`config.mk`:
```
export PLATFORM = sky130hd
export DESIGN_NAME = fast9_corner_collector
export DESIGN_NICKNAME = d
export VERILOG_FILES = /design/src/rtl/fast9_pkg.sv /design/src/rtl/fast9_slot_alloc.sv /design/src/rtl/fast9_corner_collector.sv
export SDC_FILE = /design/constraint.sdc
export NUM_CORES = 1
export LEC_CHECK = 0
export BUFFER_PORTS_ARGS = -buffer_cell sky130_fd_sc_hd__buf_4
export CAP_MARGIN = 30
export CORE_ASPECT_RATIO = 1.75
export CORE_MARGIN = 4
export CORE_UTILIZATION = 59
export DETAILED_ROUTE_END_ITERATION = 10
export PLACE_DENSITY = 0.83
export SETUP_SLACK_MARGIN = 0.15
export SLEW_MARGIN = 20
export SYNTH_ARGS = -nofsm -noshare
export SYNTH_HDL_FRONTEND = slang
export SYNTH_SLANG_ARGS = --single-unit
```
`constraint.sdc`:
```
create_clock -name clk -period 4.3 [get_ports clk]
set_clock_uncertainty 0.05 [all_clocks]
set_input_delay 0.86 -clock clk [delete_from_list [all_inputs] [get_ports clk]]
set_output_delay 0.86 -clock clk [all_outputs]
set_load 0.05 [all_outputs]
```
`src/rtl/fast9_pkg.sv`:
```
// Shared sizing defaults and FSM state encoding for the FAST-9 corner collector.
package fast9_pkg;

    localparam int ADDR_W     = 15;
    localparam int SLOT_W     = 4;
    localparam int NUM_SLOTS  = 16;
    localparam int IMG_PIXELS = 32768;

    typedef enum logic [1:0] {
        IDLE,
        SCAN,
        READOUT
    } state_e;

endpackage

```
`src/rtl/fast9_slot_alloc.sv`:
```
// Hands out position slots to accepted corners in order and issues the slot write strobe.
module fast9_slot_alloc
    import fast9_pkg::*;
#(
    parameter int SLOT_W    = fast9_pkg::SLOT_W,
    parameter int NUM_SLOTS = fast9_pkg::NUM_SLOTS
) (
    input  logic              clk,
    input  logic              rst_n,
    input  logic              clear,
    input  logic              match_accept,
    output logic [SLOT_W-1:0] slot,
    output logic              wr,
    output logic              full,
    output logic [SLOT_W:0]   count,
    output logic              overflow
);

    localparam logic [SLOT_W:0] FULL_CNT = (SLOT_W+1)'(NUM_SLOTS);

    logic [SLOT_W:0]   cnt_q,  cnt_d;
    logic              ovf_q,  ovf_d;
    logic [SLOT_W-1:0] slot_q, slot_d;
    logic              wr_q,   wr_d;

    assign full = (cnt_q == FULL_CNT);

    always_comb begin
        cnt_d  = cnt_q;
        ovf_d  = ovf_q;
        slot_d = slot_q;
        wr_d   = 1'b0;
        if (clear) begin
            cnt_d = '0;
            ovf_d = 1'b0;
        end else if (match_accept) begin
            // A match with every slot taken is dropped but remembered.
            if (full) begin
                ovf_d = 1'b1;
            end else begin
                slot_d = cnt_q[SLOT_W-1:0];
                wr_d   = 1'b1;
                cnt_d  = cnt_q + (SLOT_W+1)'(1);
            end
        end
    end

    always_ff @(posedge clk or negedge rst_n) begin
        if (!rst_n) begin
            cnt_q  <= '0;
            ovf_q  <= 1'b0;
            slot_q <= '0;
            wr_q   <= 1'b0;
        end else begin
            cnt_q  <= cnt_d;
            ovf_q  <= ovf_d;
            slot_q <= slot_d;
            wr_q   <= wr_d;
        end
    end

    assign slot     = slot_q;
    assign wr       = wr_q;
    assign count    = cnt_q;
    assign overflow = ovf_q;

endmodule

```
`src/rtl/fast9_corner_collector.sv`:
```
// Scans the frame raster, forwards FAST-9 corners to the slot bank and
// presents the position bundle at end of frame until the consumer acknowledges.
module fast9_corner_collector
    import fast9_pkg::*;
#(
    parameter int ADDR_W     = fast9_pkg::ADDR_W,
    parameter int SLOT_W     = fast9_pkg::SLOT_W,
    parameter int NUM_SLOTS  = fast9_pkg::NUM_SLOTS,
    parameter int IMG_PIXELS = fast9_pkg::IMG_PIXELS
) (
    input  logic              clk,
    input  logic              rst_n,
    input  logic              start,
    input  logic              pix_valid,
    input  logic              mat_point,
    input  logic              rd_ack,
    output logic [ADDR_W-1:0] ref_addr,
    output logic [SLOT_W-1:0] pos_addr,
    output logic              pos_wr,
    output logic              pos_readen,
    output logic [SLOT_W:0]   corner_cnt,
    output logic              overflow,
    output logic              busy
);

    localparam logic [ADDR_W-1:0] LAST_PIX = ADDR_W'(IMG_PIXELS - 1);

    state_e            state_q, state_d;
    logic [ADDR_W-1:0] scan_q,  scan_d;
    logic [ADDR_W-1:0] ref_q,   ref_d;
    logic              rden_q,  rden_d;
    logic              clear;
    logic              accept;
    logic              full;

    always_comb begin
        state_d = state_q;
        scan_d  = scan_q;
        rden_d  = rden_q;
        clear   = 1'b0;
        accept  = 1'b0;
        unique case (state_q)
            IDLE: begin
                if (start) begin
                    state_d = SCAN;
                    scan_d  = '0;
                    clear   = 1'b1;
                end
            end
            SCAN: begin
                if (pix_valid) begin
                    accept = mat_point;
                    scan_d = scan_q + ADDR_W'(1);
                    // Last-pixel compare fires before the counter can wrap.
                    if (scan_q == LAST_PIX) begin
                        state_d = READOUT;
                        rden_d  = 1'b1;
                    end
                end
            end
            READOUT: begin
                if (rd_ack) begin
                    state_d = IDLE;
                    rden_d  = 1'b0;
                end
            end
            default: state_d = IDLE;
        endcase
        ref_d = (accept && !full) ? scan_q : ref_q;
    end

    always_ff @(posedge clk or negedge rst_n) begin
        if (!rst_n) begin
            state_q <= IDLE;
            scan_q  <= '0;
            ref_q   <= '0;
            rden_q  <= 1'b0;
        end else begin
            state_q <= state_d;
            scan_q  <= scan_d;
            ref_q   <= ref_d;
            rden_q  <= rden_d;
        end
    end

    fast9_slot_alloc #(
        .SLOT_W    (SLOT_W),
        .NUM_SLOTS (NUM_SLOTS)
    ) u_slot_alloc (
        .clk          (clk),
        .rst_n        (rst_n),
        .clear        (clear),
        .match_accept (accept),
        .slot         (pos_addr),
        .wr           (pos_wr),
        .full         (full),
        .count        (corner_cnt),
        .overflow     (overflow)
    );

    assign ref_addr   = ref_q;
    assign pos_readen = rden_q;
    assign busy       = (state_q != IDLE);

endmodule

```
==> flow_summary_export.csv, run 1 <==
group,metric,value,unit
run_status,status,"finished clean",
power_and_ir_drop,sw_frac_of_total,43.6,%
global_routing,grt_use_total,20.9,%
routing,drtAntennaViolNets,0,
setup_path,critPathSlowestCell,"dfrtp_1",
routing,routed_wl,3970,um
global_routing,globalRouteOverflowTotal,0,
clocking,path_clk_slew,0.07,ns
placed_design,dp_slack,1.84,ns
synthesis,avgSynthCellArea,11.6,um^2
power_and_ir_drop,pwr-share-comb,41.9,%
final_layout,antenna_cells,0,
synthesis,synthArstFlopShare,100,%
setup_path,critPathCaptureType,"primary output",
synthesis,synthXorXnorAreaFrac,4.89,%
final_layout,n_fill_cell,240,
sta,worst_slack,2.11,ns
sta,fin_setup_tns,0,ns
power_and_ir_drop,power_density,672,mW/mm^2
final_layout,final_common_cell,"dfrtp_1",
synthesis,muxShareOfSynthArea,12.1,%
synthesis,synth_top_area_share,55.9,%
placed_design,portBuffers,33,
sta,slew_headroom,58.0,%
floorplan,fp.dieArea,0.00436,mm^2
setup_path,arrival,1.28,ns
sta,fmax,456,MHz
floorplan,dieWidth,51.7,um
synthesis,synth_cells,170,
power_and_ir_drop,p_int,886,uW
sta,rsz0062_at_grt,"false",
min_path,min_from,"ref_addr[7]",
final_layout,layout_common_cells,"dfrtp_1, buf_4, mux2_2",
sta,worstMarginPinSlew,0.630,ns
power_and_ir_drop,ir_drop,0.471,mV
power_and_ir_drop,p_switching,685,uW
floorplan,die_h,84.5,um
synthesis,synth-main-ff-cell,"dfrtp_1",
placed_design,dpl-instance-area,0.00225,mm^2
clocking,clock_latency,0.29,ns
synthesis,synth_top_area_cell,"dfrtp_1",
synthesis,syn-cell-area,0.00197,mm^2
sta,whs,0.460,ns
synthesis,ys_ff_latch,44,
synthesis,synth_fp_nets,179,
final_layout,syn_to_final_growth,18.7,%
setup_path,cp_data_required_time,3.39,ns
routing,wl_per_cell,16.1,um
flow_run,maxCapViolCount,0,
global_routing,grt_pass1_vias,1447,
routing,drc,0,
floorplan,coreArea,0.00318,mm^2
clocking,cts_root_buffer,"clkbuf_8",
sta,hold_viol_final,0,
clocking,hold_buffers,0,
power_and_ir_drop,seqPwrFrac,41.6,%
setup_path,cp_cell_sequence,"nor2_1 -> inv_1 -> buf_4",
floorplan,row_count,27,
placed_design,place.gp.congestion,0.831,
clocking,clock-sinks,44,
routing,drtIter0Drc,35,
setup_path,rr_startpoint,"state_q[1]",
synthesis,synth_top_family_by_area,"simple AND/OR/NAND/NOR gates",
synthesis,synth.area.top_cells,"dfrtp_1, mux2_2, xnor2_1",
floorplan,initial_core_util,62.1,%
power_and_ir_drop,cellLeakagePower,1.07,nW
routing,drtPass1Iterations,4,
sta,post-route-period-util,51.0,%
clocking,cts_made_buffers,5,
synthesis,synth_edf_count,0,
synthesis,synth.yosys.warnings,0,
routing,num_vias,1426,
final_layout,final_cell_area,0.00234,mm^2
final_layout,layout.nets,211,
global_routing,antenna_found_initial,0,
final_layout,utilization,73.6,%
synthesis,synth_compound_gate_area_share,5.90,%
sta,finalMaxSlewViolations,0,
synthesis,synth_adder_area_share,1.90,%
clocking,h-tree-depth,2,
clocking,cts_resized,0,
global_routing,grt_max_degree,45,
floorplan,io_pins,34,
synthesis,ys_seq_area_share,55.9,%
setup_path,critPathMaxStageDelay,0.53,ns
final_layout,drive_gt1_share,31.0,%
clocking,clockBufferDepth,2,
synthesis,yosysUniqueCellTypes,38,
clocking,post_cts_buffers,0,
setup_path,r2r_slack,2.18,ns
setup_path,crit_fanout,13,
global_routing,grt_pass1_wl,6860,um
placed_design,dp_hpwl,2880,um
power_and_ir_drop,clkPwrFrac,16.4,%
sta,setup-violations-final,0,
sta,period_minus_slack,2.19,ns
synthesis,synth_simple_gate_area_share,15.9,%
clocking,cts_tree,"yes",
routing,viasPerCell,5.80,
setup_path,path_class,"reg2out",
setup_path,critPathLaunchType,"register",
min_path,hold_class,"reg2reg",
setup_path,cp-startpoint,"state_q[1]",
-- per-stage QoR --
step	instances	power, mW
floorplan	170	1.11
global placement	237	1.29
detailed placement	238	1.32
CTS	246	1.59
global route	246	1.66
finish	246	1.57
-- logic make-up after synthesis --
| kind of cell | after synthesis |
|---|---|
| mux | 21 |
| flops | 44 |
| fa+ha+maj | 3 |
| simple gates | 57 |
| xor+xnor | 11 |
| buf+inv | 16 |
| compound gates | 18 |
-- state kept, by name, indices dropped and copies added (netlist names) --
register and cells:
ref_addr 15, scan_q 15, u_slot_alloc.count 5, u_slot_alloc.slot 4
state_q 2, pos_readen 1, u_slot_alloc.overflow 1, u_slot_alloc.wr 1
-- cell usage after synthesis (all sizes together) (2+ instances only) --
| cell type | count |
|---|---|
| or2 | 2 |
| nor2 | 15 |
| or3 | 3 |
| nand2 | 10 |
| mux2i | 2 |
| ha | 3 |
| xnor2 | 8 |
| clkbuf | 6 |
| nand4 | 7 |
| buf | 3 |
| a21oi | 6 |
| inv | 7 |
| nor4 | 6 |
| or4 | 2 |
| mux2 | 19 |
| o31ai | 4 |
| and3b | 2 |
| xor2 | 3 |
| nand3 | 2 |
| o21ai | 4 |
| dfrtp | 44 |
-- critical path, delay by kind of cell, from the launching register on --
| kind | cells | cell delay (ns) |
|---|---|---|
| buf+inv | 2 | 0.24 |
| simple gates | 1 | 0.23 |
| flops | 1 | 0.53 |
-- routing by layer --
metal	vias to the layer above	global-route usage [%]	wire, um
met5	-	0	0
met4	0	10.5	89
met3	12	5.15	190
met2	40	34.9	2200
met1	710	24.2	1490
li1	664	-	-
-- final timing paths --
| check | end | depth (start not counted) |
|---|---|---|
| max in group asynchronous | ref_addr[7] | 1 |
| hold / removal | ref_addr[7] | 1 |
| min in group asynchronous | u_slot_alloc.count[3] | 1 |
| hold reg to reg | ref_addr[7] | 1 |
| setup / recovery | busy | 3 |
| setup reg to reg | ref_addr[10] | 4 |
-- layout make-up --
class / count / area, um^2 / share of cell area (%)
repair buffers: 34 / 263 / 11.2
inverters: 7 / 26.3 / 1.12
clock buffers: 8 / 90.1 / 3.85
flip-flops and latches: 44 / 1100 / 47.1
well taps: 43 / 53.8 / 2.30
multi-input cells: 110 / 805 / 34.4
-- power groups by stage --
| stage | logic (mW) | clock network (mW) | registers [mW] |
|---|---|---|---|
| 6_report | 0.659 | 0.258 | 0.654 |
| 5_1_grt | 0.702 | 0.282 | 0.672 |
| 4_1_cts | 0.665 | 0.268 | 0.652 |
| 3_5_place_dp | 0.662 | 0 | 0.661 |
| 3_3_place_gp | 0.648 | 0 | 0.646 |
| 2_1_floorplan | 0.182 | 0 | 0.925 |
Note: power is estimated with default switching activity, not from simulation.
==> run 2, diff against run 1 <==
- CORE_UTILIZATION: 59 -> 49
- PLACE_DENSITY: 0.83 -> 0.74
- clock period: 4.3 -> 1.9 ns (I/O delays scaled with it)
==> flow_summary_export.csv, run 2 (synthesized netlist as in run 1, its figures left out) <==
group,metric,value,unit
flow_run,maxCapViolCount,0,
setup_path,critPathCaptureType,"register",
floorplan,row_count,30,
clocking,clock_latency,0.30,ns
floorplan,fp.dieArea,0.00514,mm^2
clocking,h-tree-depth,2,
power_and_ir_drop,power_density,1490,mW/mm^2
global_routing,grt_max_degree,45,
sta,period_minus_slack,1.73,ns
routing,routed_wl,4440,um
routing,drtPass1Iterations,4,
final_layout,layout_common_cells,"buf_4, dfrtp_1, mux2_4",
routing,drtIter0Drc,41,
power_and_ir_drop,cellLeakagePower,1.19,nW
placed_design,place.gp.congestion,0.834,
placed_design,dp_hpwl,3100,um
min_path,hold_class,"in2async",
clocking,clockBufferDepth,2,
setup_path,critPathLaunchType,"register",
sta,rsz0062_at_grt,"true",
clocking,clock-sinks,44,
global_routing,grt_use_total,18.6,%
setup_path,cp_data_required_time,2.07,ns
routing,wl_per_cell,16.7,um
final_layout,syn_to_final_growth,30.7,%
run_status,status,"finished clean",
clocking,cts_root_buffer,"clkbuf_8",
floorplan,coreArea,0.00387,mm^2
sta,hold_viol_final,0,
global_routing,grt_pass1_wl,7360,um
clocking,cts_tree,"yes",
clocking,cts_made_buffers,5,
setup_path,worst-path-buf-inv,0,
clocking,path_clk_slew,0.08,ns
floorplan,dieWidth,55.9,um
floorplan,io_pins,34,
sta,finalMaxSlewViolations,0,
clocking,hold_buffers,0,
routing,drtAntennaViolNets,0,
global_routing,grt_pass1_vias,1531,
setup_path,crit_fanout,4,
sta,slew_headroom,63.5,%
sta,setup-violations-final,0,
floorplan,initial_core_util,51.0,%
global_routing,antenna_found_initial,0,
final_layout,drive_gt1_share,44.7,%
placed_design,portBuffers,33,
sta,worstMarginPinSlew,0.548,ns
setup_path,path_class,"reg2reg",
final_layout,layout.nets,225,
power_and_ir_drop,fin_total_pwr,3.85,mW
sta,post-route-period-util,91.2,%
setup_path,arrival,1.90,ns
floorplan,die_h,91.9,um
routing,viasPerCell,5.55,
setup_path,critPathMaxStageDelay,0.48,ns
sta,fin_setup_tns,0,ns
routing,drc,0,
final_layout,final_common_cell,"buf_4",
setup_path,crit_family,"simple AND/OR/NAND/NOR gates",
final_layout,antenna_cells,0,
routing,num_vias,1471,
sta,fmax,577,MHz
global_routing,globalRouteOverflowTotal,0,
setup_path,critPathSlowestCell,"or4_1",
setup_path,cp_cell_sequence,"mux2i_4 -> or2_2 -> or4_1 -> a21oi_1",
power_and_ir_drop,ir_drop,1.12,mV
## run 2: per-stage QoR
step	area, um^2	hold slack, ns	util [%]	worst slack (ns)	cells
finish	2580	0.0175	66.6	0.166	265
global route	2580	0.0341	66.6	0.105	265
CTS	2530	0.0274	65.4	0.149	262
detailed placement	2410	0.358	62.4	0.118	251
global placement	2410	0.342	62.4	0.160	251
floorplan	2090	0.0344	-	0.0765	170
## run 2: worst register-to-register path, cell delays in order (launching register included)
cell	delay (ns)
dfrtp_2	0.44
mux2i_4	0.21
or2_2	0.33
or4_1	0.48
a21oi_1	0.15
## run 2: final timing paths
check | depth (start not counted) | endpoint | slack [ns] | from
min in group clk | 3 | state_q[1] | 0.31 | rd_ack
setup / recovery | 4 | scan_q[13] | 0.17 | state_q[0]
max in group asynchronous | 1 | scan_q[6] | 1.38 | rst_n
hold reg to reg | 1 | ref_addr[8] | 0.46 | ref_addr[8]
hold / removal | 1 | u_slot_alloc.wr | 0.02 | rst_n
setup reg to reg | 4 | scan_q[13] | 0.17 | state_q[0]
## run 2: what timing repair did
item                                    4_1_cts  5_1_grt
setup buffers                                 3        3
pin swaps                                     0        2
endpoints found under the setup margin        3       14
gates resized for setup                       1       10
## run 2: cell type report
| class | count | area (um^2) |
|---|---|---|
| Clock buffer | 6 | 82.6 |
| Clock inverter | 2 | 10.0 |
| Fill cell | 286 | 1290 |
| Multi-Input combinational cell | 110 | 916 |
| Tap cell | 48 | 60.1 |
| Sequential cell | 44 | 1110 |
| Timing Repair Buffer | 48 | 373 |
| Inverter | 7 | 26.3 |
## run 2: where the power goes
group          internal (mW)  total, mW  leakage, nW  switching [mW]
logic                  0.693       1.79        0.587            1.10
registers               1.21       1.46        0.555           0.249
clock network          0.290      0.595       0.0510           0.305
## run 2: routing by layer
layer	global-route usage [%]	part of all wire, %
met1	20.6	38
met2	32.3	55
met3	4.08	4.3
met4	10.5	2.7
met5	0	0
==> run 3, diff against run 2 <==
- BUFFER_PORTS_ARGS: -buffer_cell sky130_fd_sc_hd__buf_4 -> -buffer_cell sky130_fd_sc_hd__buf_2
- CORE_MARGIN: 4 -> 3
- CORE_UTILIZATION: 49 -> 50
- PLACE_DENSITY: 0.74 -> 0.75
- SYNTH_HIERARCHICAL: default -> 1
==> flow_summary_export.csv, run 3 <==
group,metric,value,unit
floorplan,dieWidth,54.0,um
setup_path,critPathSlowestCell,"or4_4",
synthesis,synth_fp_nets,184,
synthesis,yosysUniqueCellTypes,35,
routing,drtAntennaViolNets,0,
global_routing,grt_max_degree,28,
power_and_ir_drop,power_density,1370,mW/mm^2
setup_path,cp-startpoint,"scan_q[5]",
synthesis,synth_cells,175,
final_layout,final_cell_area,0.00263,mm^2
global_routing,antenna_found_initial,0,
floorplan,die_h,89.9,um
placed_design,dpl-instance-area,0.00241,mm^2
setup_path,path_class,"reg2reg",
clocking,clockBufferDepth,2,
global_routing,globalRouteOverflowTotal,0,
final_layout,layout_common_cells,"dfrtp_1, buf_2, buf_4",
synthesis,synth_top_cells_by_count,"dfrtp_1, mux2_2, nor2_1",
clocking,cts_tree,"yes",
final_layout,drive_gt1_share,45.7,%
setup_path,worstRegToRegCells,4,
synthesis,synth.area.top_cells,"dfrtp_1, mux2_2, nand4_1",
sta,post-route-period-util,92.0,%
sta,setup-violations-final,0,
setup_path,arrival,1.92,ns
final_layout,layout.nets,238,
final_layout,multiInputGateArea,970,um^2
setup_path,rr_startpoint,"scan_q[5]",
clocking,clock_latency,0.29,ns
synthesis,synth-main-ff-cell,"dfrtp_1",
synthesis,synth_most_common_cell,"dfrtp_1",
synthesis,ys_ff_latch,44,
floorplan,io_pins,34,
final_layout,syn_to_final_growth,30.6,%
setup_path,critPathMaxStageDelay,0.53,ns
final_layout,final_common_cell,"dfrtp_1",
floorplan,fp.dieArea,0.00485,mm^2
placed_design,place_inst,261,
placed_design,place.gp.congestion,0.828,
synthesis,synth.yosys.warnings,6,
sta,rsz0062_at_grt,"true",
flow_run,maxCapViolCount,0,
synthesis,synth_edf_count,0,
min_path,hold_class,"in2async",
clocking,cts_made_buffers,5,
clocking,clock-sinks,44,
final_layout,antenna_cells,0,
routing,wl_per_cell,15.5,um
sta,fin_setup_tns,0,ns
sta,finalMaxSlewViolations,0,
power_and_ir_drop,cellLeakagePower,1.27,nW
setup_path,cp_data_required_time,2.07,ns
routing,viasPerCell,5.58,
routing,num_vias,1541,
setup_path,crit_fanout,7,
placed_design,dp_hpwl,3120,um
synthesis,avgSynthCellArea,11.5,um^2
sta,period_minus_slack,1.75,ns
clocking,path_clk_slew,0.08,ns
placed_design,portBuffers,33,
synthesis,synthArstFlopShare,100,%
clocking,h-tree-depth,2,
run_status,status,"finished clean",
routing,drtIter0Drc,42,
synthesis,synth_top_area_share,54.7,%
sta,worstMarginPinSlew,0.577,ns
setup_path,cp_cell_sequence,"nand4_1 -> or4_4 -> or3_4 -> a21oi_2",
sta,whs,0.0218,ns
synthesis,syn-cell-area,0.00201,mm^2
clocking,cts_root_buffer,"clkbuf_8",
final_layout,layout.cells.non_filler,276,
floorplan,initial_core_util,53.9,%
routing,routed_wl,4270,um
synthesis,ys_seq_area_share,54.7,%
global_routing,grt_use_total,19.4,%
final_layout,regArea,0.00111,mm^2
sta,fmax,572,MHz
synthesis,synth_top_area_cell,"dfrtp_1",
setup_path,crit_family,"simple AND/OR/NAND/NOR gates",
setup_path,critPathLaunchType,"register",
sta,slew_headroom,61.6,%
setup_path,r2r_slack,0.15,ns
global_routing,grt_pass1_wl,7150,um
setup_path,timing.rr.end,"scan_q[13]",
sta,hold_viol_final,0,
floorplan,row_count,29,
final_layout,n_fill_cell,268,
setup_path,worst-path-buf-inv,0,
routing,drc,0,
clocking,hold_buffers,0,
power_and_ir_drop,ir_drop,1.36,mV
global_routing,grt_pass1_vias,1601,
floorplan,coreArea,0.00374,mm^2
routing,drtPass1Iterations,4,
setup_path,critPathCaptureType,"register",
==> run 3: layout make-up <==
cell class,count,share of cell area (%)
clock inverters,2,1.33
multi-input cells,118,36.9
repair buffers,54,13.9
well taps,46,2.19
flip-flops and latches,44,42.1
clock buffers,6,2.76
inverters,6,0.857
==> run 3: worst max-delay path by stage <==
stage	slack, ns	endpoint	cells past startpoint
CTS	0.15	u_slot_alloc/slot[0]	4
global placement	0.15	u_slot_alloc/slot[0]	5
global route	0.09	scan_q[13]	5
detailed placement	0.09	scan_q[13]	4
finish	0.15	scan_q[13]	4
floorplan	-0.04	ref_addr[10]	7
==> run 3: power by group <==
part	internal (mW)	switching, mW	total (mW)
logic	0.501	0.994	1.49
registers	1.19	0.233	1.43
clock network	0.390	0.298	0.688
==> run 3: kinds of logic (layout without fill, tap and decap cells) <==
family	Yosys count	in the layout	share of synthesized area, %
XOR/XNOR	8	8	3.48
multiplexers	23	23	12.7
AND/OR/NAND/NOR	64	64	19.0
AO/OA/AOI/OAI	20	20	5.66
flip-flops	44	44	54.7
buffers and inverters	13	68	2.55
adder cells (fa/ha/maj)	3	3	1.86
==> run 3: repair_timing <==
| action | CTS | global route |
|---|---|---|
| setup endpoints to repair | 19 | 26 |
| pin swaps | 2 | 2 |
| gates cloned | 0 | 0 |
| buffers inserted | 6 | 1 |
| gates resized for setup | 10 | 8 |
==> run 3: metrics by stage <==
stage                     worst slack [ns]  power, mW  util (%)
after detailed placement            0.0932       2.88      64.5
after CTS                            0.153       3.63      69.5
final                                0.152       3.61      70.3
after global routing                0.0891       3.80      70.3
after global placement               0.150       2.85      64.5
after floorplan                    -0.0381       2.52         -
==> run 3: routing by layer <==
layer | global-route usage [%] | up-vias | routed length [um] | part of all wire (%)
met5 | 0 | - | 0 | 0
met4 | 8.32 | 0 | 92 | 2.2
met3 | 3.15 | 10 | 119 | 2.8
met2 | 33.0 | 32 | 2420 | 57
met1 | 22.9 | 771 | 1630 | 38
li1 | - | 728 | - | -
